File: config.mk
export PLATFORM = sky130hd
export DESIGN_NAME = alu_arbiter
export DESIGN_NICKNAME = d
export VERILOG_FILES = /design/src/rtl/alu_arbiter.sv
export SDC_FILE = /design/constraint.sdc
export NUM_CORES = 1
export LEC_CHECK = 0
export ABC_AREA = 1
export CAP_MARGIN = 10
export CORE_ASPECT_RATIO = 1.1
export CORE_MARGIN = 3
export CORE_UTILIZATION = 44
export DETAILED_ROUTE_END_ITERATION = 6
export PLACE_DENSITY = 0.88
export SLEW_MARGIN = 20
export SYNTH_ARGS = -nofsm -noshare
export SYNTH_HDL_FRONTEND = slang
export SYNTH_SLANG_ARGS = --single-unit
File: constraint.sdc
create_clock -name clk -period 3 [get_ports clk]
set_clock_uncertainty 0.2 [all_clocks]
set_input_delay 0.3 -clock clk [delete_from_list [all_inputs] [get_ports clk]]
set_output_delay 0.3 -clock clk [all_outputs]
set_load 0.005 [all_outputs]
File: src/rtl/alu_arbiter.sv
// Two-requester front end for a single shared ALU: round-robin grant, one op in
// flight, fixed ALU latency, and a held response until the owner takes it.
module alu_arbiter #(
  parameter int WIDTH   = 32,
  parameter int OPW     = 4,
  parameter int ALU_LAT = 1
) (
  input  logic             clk,
  input  logic             rst,
  input  logic             req0_valid,
  output logic             req0_ready,
  input  logic [OPW-1:0]   req0_op,
  input  logic [WIDTH-1:0] req0_a,
  input  logic [WIDTH-1:0] req0_b,
  input  logic             req1_valid,
  output logic             req1_ready,
  input  logic [OPW-1:0]   req1_op,
  input  logic [WIDTH-1:0] req1_a,
  input  logic [WIDTH-1:0] req1_b,
  output logic             rsp0_valid,
  input  logic             rsp0_ready,
  output logic [WIDTH-1:0] rsp0_data,
  output logic             rsp1_valid,
  input  logic             rsp1_ready,
  output logic [WIDTH-1:0] rsp1_data,
  output logic [OPW-1:0]   alu_op,
  output logic [WIDTH-1:0] alu_a,
  output logic [WIDTH-1:0] alu_b,
  input  logic [WIDTH-1:0] alu_s,
  output logic             busy,
  output logic             grant_id
);

  typedef enum logic [1:0] {
    IDLE = 2'd0,
    WAIT = 2'd1,
    RESP = 2'd2
  } state_t;

  localparam logic [2:0] LAT_C = 3'(ALU_LAT);

  state_t           state_r;
  state_t           state_nxt_s;
  logic [2:0]       cnt_r;
  logic             rr_last_r;
  logic             grant_r;
  logic             grant_nxt_s;
  logic             gnt_s;
  logic             gnt_vld_s;
  logic             accept_s;
  logic             capture_s;
  logic [OPW-1:0]   alu_op_r;
  logic [WIDTH-1:0] alu_a_r;
  logic [WIDTH-1:0] alu_b_r;
  logic [WIDTH-1:0] result_r;
  logic             rsp0_valid_r;
  logic             rsp1_valid_r;
  logic             busy_r;

  // Grant selection and next-state decode
  always_comb begin
    state_nxt_s = state_r;
    gnt_s       = 1'b0;
    gnt_vld_s   = 1'b0;
    accept_s    = 1'b0;
    capture_s   = 1'b0;
    case (state_r)
      IDLE: begin
        // On a tie the requester that did not win last time goes next
        if (req0_valid && req1_valid) begin
          gnt_vld_s = 1'b1;
          gnt_s     = ~rr_last_r;
        end else if (req0_valid) begin
          gnt_vld_s = 1'b1;
          gnt_s     = 1'b0;
        end else if (req1_valid) begin
          gnt_vld_s = 1'b1;
          gnt_s     = 1'b1;
        end else begin
          gnt_vld_s = 1'b0;
          gnt_s     = 1'b0;
        end
        if (gnt_vld_s) begin
          accept_s    = 1'b1;
          state_nxt_s = WAIT;
        end else begin
          state_nxt_s = IDLE;
        end
      end
      WAIT: begin
        if (cnt_r == 3'd0) begin
          capture_s   = 1'b1;
          state_nxt_s = RESP;
        end else begin
          state_nxt_s = WAIT;
        end
      end
      RESP: begin
        if ((grant_r == 1'b0) ? rsp0_ready : rsp1_ready) begin
          state_nxt_s = IDLE;
        end else begin
          state_nxt_s = RESP;
        end
      end
      default: begin
        state_nxt_s = IDLE;
      end
    endcase
    grant_nxt_s = accept_s ? gnt_s : grant_r;
  end

  // State, ALU issue registers, latency counter and result capture
  always_ff @(posedge clk or negedge rst) begin
    if (!rst) begin
      state_r      <= IDLE;
      cnt_r        <= 3'd0;
      rr_last_r    <= 1'b1;
      grant_r      <= 1'b0;
      alu_op_r     <= '0;
      alu_a_r      <= '0;
      alu_b_r      <= '0;
      result_r     <= '0;
      rsp0_valid_r <= 1'b0;
      rsp1_valid_r <= 1'b0;
      busy_r       <= 1'b0;
    end else begin
      state_r      <= state_nxt_s;
      grant_r      <= grant_nxt_s;
      busy_r       <= (state_nxt_s != IDLE);
      rsp0_valid_r <= (state_nxt_s == RESP) && (grant_nxt_s == 1'b0);
      rsp1_valid_r <= (state_nxt_s == RESP) && (grant_nxt_s == 1'b1);
      if (accept_s) begin
        rr_last_r <= gnt_s;
        cnt_r     <= LAT_C;
        alu_op_r  <= gnt_s ? req1_op : req0_op;
        alu_a_r   <= gnt_s ? req1_a  : req0_a;
        alu_b_r   <= gnt_s ? req1_b  : req0_b;
      end else if ((state_r == WAIT) && (cnt_r != 3'd0)) begin
        cnt_r <= cnt_r - 3'd1;
      end else begin
        cnt_r <= cnt_r;
      end
      if (capture_s) begin
        result_r <= alu_s;
      end else begin
        result_r <= result_r;
      end
    end
  end

  assign req0_ready = accept_s && (gnt_s == 1'b0);
  assign req1_ready = accept_s && (gnt_s == 1'b1);
  assign rsp0_valid = rsp0_valid_r;
  assign rsp1_valid = rsp1_valid_r;
  // Only the owning requester sees the result; the other side reads zero
  assign rsp0_data  = (grant_r == 1'b0) ? result_r : '0;
  assign rsp1_data  = (grant_r == 1'b1) ? result_r : '0;
  assign alu_op     = alu_op_r;
  assign alu_a      = alu_a_r;
  assign alu_b      = alu_b_r;
  assign busy       = busy_r;
  assign grant_id   = grant_r;

endmodule

==> flow_summary.ini <==
[finish]
nets = 1337
final_cells = 1350
fin_area_sq_um = 9570
synthToLayoutAreaGrowth_pct = 58.0
fin_util_pct = 71.8
drive_gt1_share_pct = 3.52
fill_cells = 1058
register_area_sq_um = 2760
n_antenna_cell = 0
multi_input_area_sq_um = 2250

[clock_tree]
cts.path.max_buffers = 2
cts_root_buffer = clkbuf_16
cts_tree = yes
htreeDepth = 3
cts_buffers = 9
cts_resized = 0
hold_buffers = 1
post_cts_buffers = 0
path_clk_slew_ns = 0.07
clk_latency_ns = 0.34
clock_sinks = 110

[placed_design]
place_congestion = 0.820
placed_cell_area_sq_um = 9260
io_buffers = 311
dp.cells = 1333
dpl.hpwl_um = 14100
place_ws_ns = 0.691

[die]
coreArea_sq_um = 13300
die_x_um = 118
num_rows = 44
die-area_sq_um = 15200
io-pin-count = 312
dieHeight_um = 129
start_util_pct = 45.5

[global_routing]
gr-total-overflow = 0
grt_pass1_vias = 6114
grt_pass1_wl_um = 31000
track_usage_pct = 25.1
antenna_found_initial = 0
grt_max_degree = 71

[worst_setup_path]
endpoint_kind = output port
slowest_stage = clkdlybuf4s50_1
cp.arrival_ns = 1.73
criticalPathCategory = reg -> out
path_delay_family = buffers and inverters
slowest_delay_ns = 0.49
crit_buf_inv = 3
cpMostUsedCell = inv_2
path_cells = nor2_4 > o21ai_4 > inv_2 > nand2_1 > inv_2 > clkdlybuf4s50_1
startpoint_type = register
crit_fanout = 4
worstPathRequired_ns = 2.50

[synth]
synth_warnings = 0
synth_top_area_cell = dfrtp_1
async_flop_share_pct = 100
synth_edf_count = 0
synth.top_cell.area_share_pct = 45.0
yosys-top-cells-area = dfrtp_1 (45%), nand2_1 (16%), inv_1 (13%)
avgSynthCellArea_sq_um = 6.85
synth-seq-cells = 110
syn_inst = 884
synthesis.area_sq_um = 6060
synth.most_common_cell = nand2_1
synthFlopType = dfrtp_1
yosys-top-cells-count = nand2_1 (255), inv_1 (210), dfrtp_1 (109)
synthDistinctLibCells = 22
ys_seq_area_share_pct = 45.5
syn_nets = 1060

[power_and_ir_drop]
cell_internal_pwr_mw = 5.53
pwr-share-seq_pct = 29.3
total_power_mw = 9.02
p_clk_share_pct = 13.5
peakVddDrop_uv = 849
leakagePower_nw = 5.17
power-per-cell-area_nw_per_um2 = 943
swShare_pct = 38.7
combPwrFrac_pct = 57.2
switchingPower_mw = 3.49

[sta]
slew_headroom_pct = 49.9
final-hold-violation-count = 0
finalCriticalPeriod_ns = 2.23
rsz0062_at_grt = false
finalSetupTns_ns = 0
fin_ws_ns = 0.771
period_share_pct = 74.3
fmax_mhz = 449
holdWs_ns = 0.279
tightestPinTransition_ns = 0.752
drv_slew = 0
final-setup-viol-count = 0

[drt]
via_count = 6509
first_iter_violations = 466
first_pass_iters = 5
wl_per_cell_um = 14.5
wirelength_um = 19600
post_drt_via_cell_ratio = 4.82
drc = 0
ant_nets = 0

[hold_path]
hp-class = in -> async

[flow_run]
cap_violations = 0

[run_status]
status = finished clean
-- final cells by class --
| class | count | area share [%] |
|---|---|---|
| Clock buffer | 11 | 2.54 |
| Timing Repair Buffer | 324 | 33.8 |
| Tap cell | 184 | 2.41 |
| Clock inverter | 5 | 0.615 |
| Inverter | 213 | 8.36 |
| Multi-Input combinational cell | 503 | 23.5 |
| Sequential cell | 110 | 28.8 |
-- power groups by stage --
| stage | Sequential (mW) | Clock [mW] | Combinational (mW) |
|---|---|---|---|
| floorplan | 2.65 | 0 | 2.38 |
| global placement | 2.63 | 0 | 5.07 |
| detailed placement | 2.65 | 0 | 5.20 |
| CTS | 2.64 | 1.23 | 5.21 |
| global route | 2.73 | 1.29 | 5.70 |
| finish | 2.65 | 1.22 | 5.16 |
-- metal layers --
metal / share of wire (%) / wire (um) / GRT usage [%] / vias to the layer above
met5: 0 / 0 / 0 / -
met1: 38 / 7500 / 29.8 / 2955
met3: 9.0 / 1750 / 7.64 / 43
li1: - / - / - / 3205
met2: 49 / 9650 / 43.1 / 306
met4: 3.5 / 678 / 10.3 / 0
-- state kept, by name, indices dropped and copies added, names as in the netlist --
register    flops
alu_a          32
alu_b          32
alu_op          4
busy            1
cnt_r           3
grant_id        1
result_r       32
rr_last_r       1
rsp0_valid      1
rsp1_valid      1
state_r         2
-- kinds of logic (layout without fill, tap and decap cells) --
family / Yosys count / after routing / synth area share [%]
buffers and inverters: 271 / 553 / 17.6
AOI/OAI and AO/OA: 36 / 36 / 3.04
DFF: 110 / 110 / 45.5
xor gates and xnor gates: 1 / 1 / 0.145
adders and majority gates: 2 / 2 / 0.413
and+or+nand+nor: 464 / 464 / 33.3
-- worst paths after layout --
| check | from | to | slack, ns | depth (start not counted) |
|---|---|---|---|---|
| setup / recovery | state_r[1]$_DFF_PN0_ | req0_ready | 0.77 | 6 |
| hold / removal | rst | result_r[24]$_DFFE_PN0P_ | 0.28 | 2 |
| setup reg to reg | rr_last_r$_DFFE_PN1P_ | alu_op[2]$_DFFE_PN0P_ | 1.01 | 6 |
| hold reg to reg | alu_a[21]$_DFFE_PN0P_ | alu_a[21]$_DFFE_PN0P_ | 0.28 | 2 |
| max in group asynchronous | rst | result_r[22]$_DFFE_PN0P_ | 1.56 | 3 |
| min in group clk | alu_a[21]$_DFFE_PN0P_ | alu_a[21]$_DFFE_PN0P_ | 0.28 | 2 |
-- cell usage in the layout, fill, tap and decap left out, types with 2 or more instances in the layout --
cell,netlist,final
clkdlybuf4s50_1,0,309
nand2_1,255,253
inv_1,210,210
dfrtp_1,109,108
nand3_1,70,70
nor2_1,68,68
nand4_1,68,68
a21oi_1,32,32
buf_4,2,11
clkbuf_16,0,9
inv_2,3,3
nand2_2,0,2
o21ai_0,2,2
ha_1,2,2
clkinvlp_4,0,2
buf_12,0,2
Power figures use the tool's default switching activity.
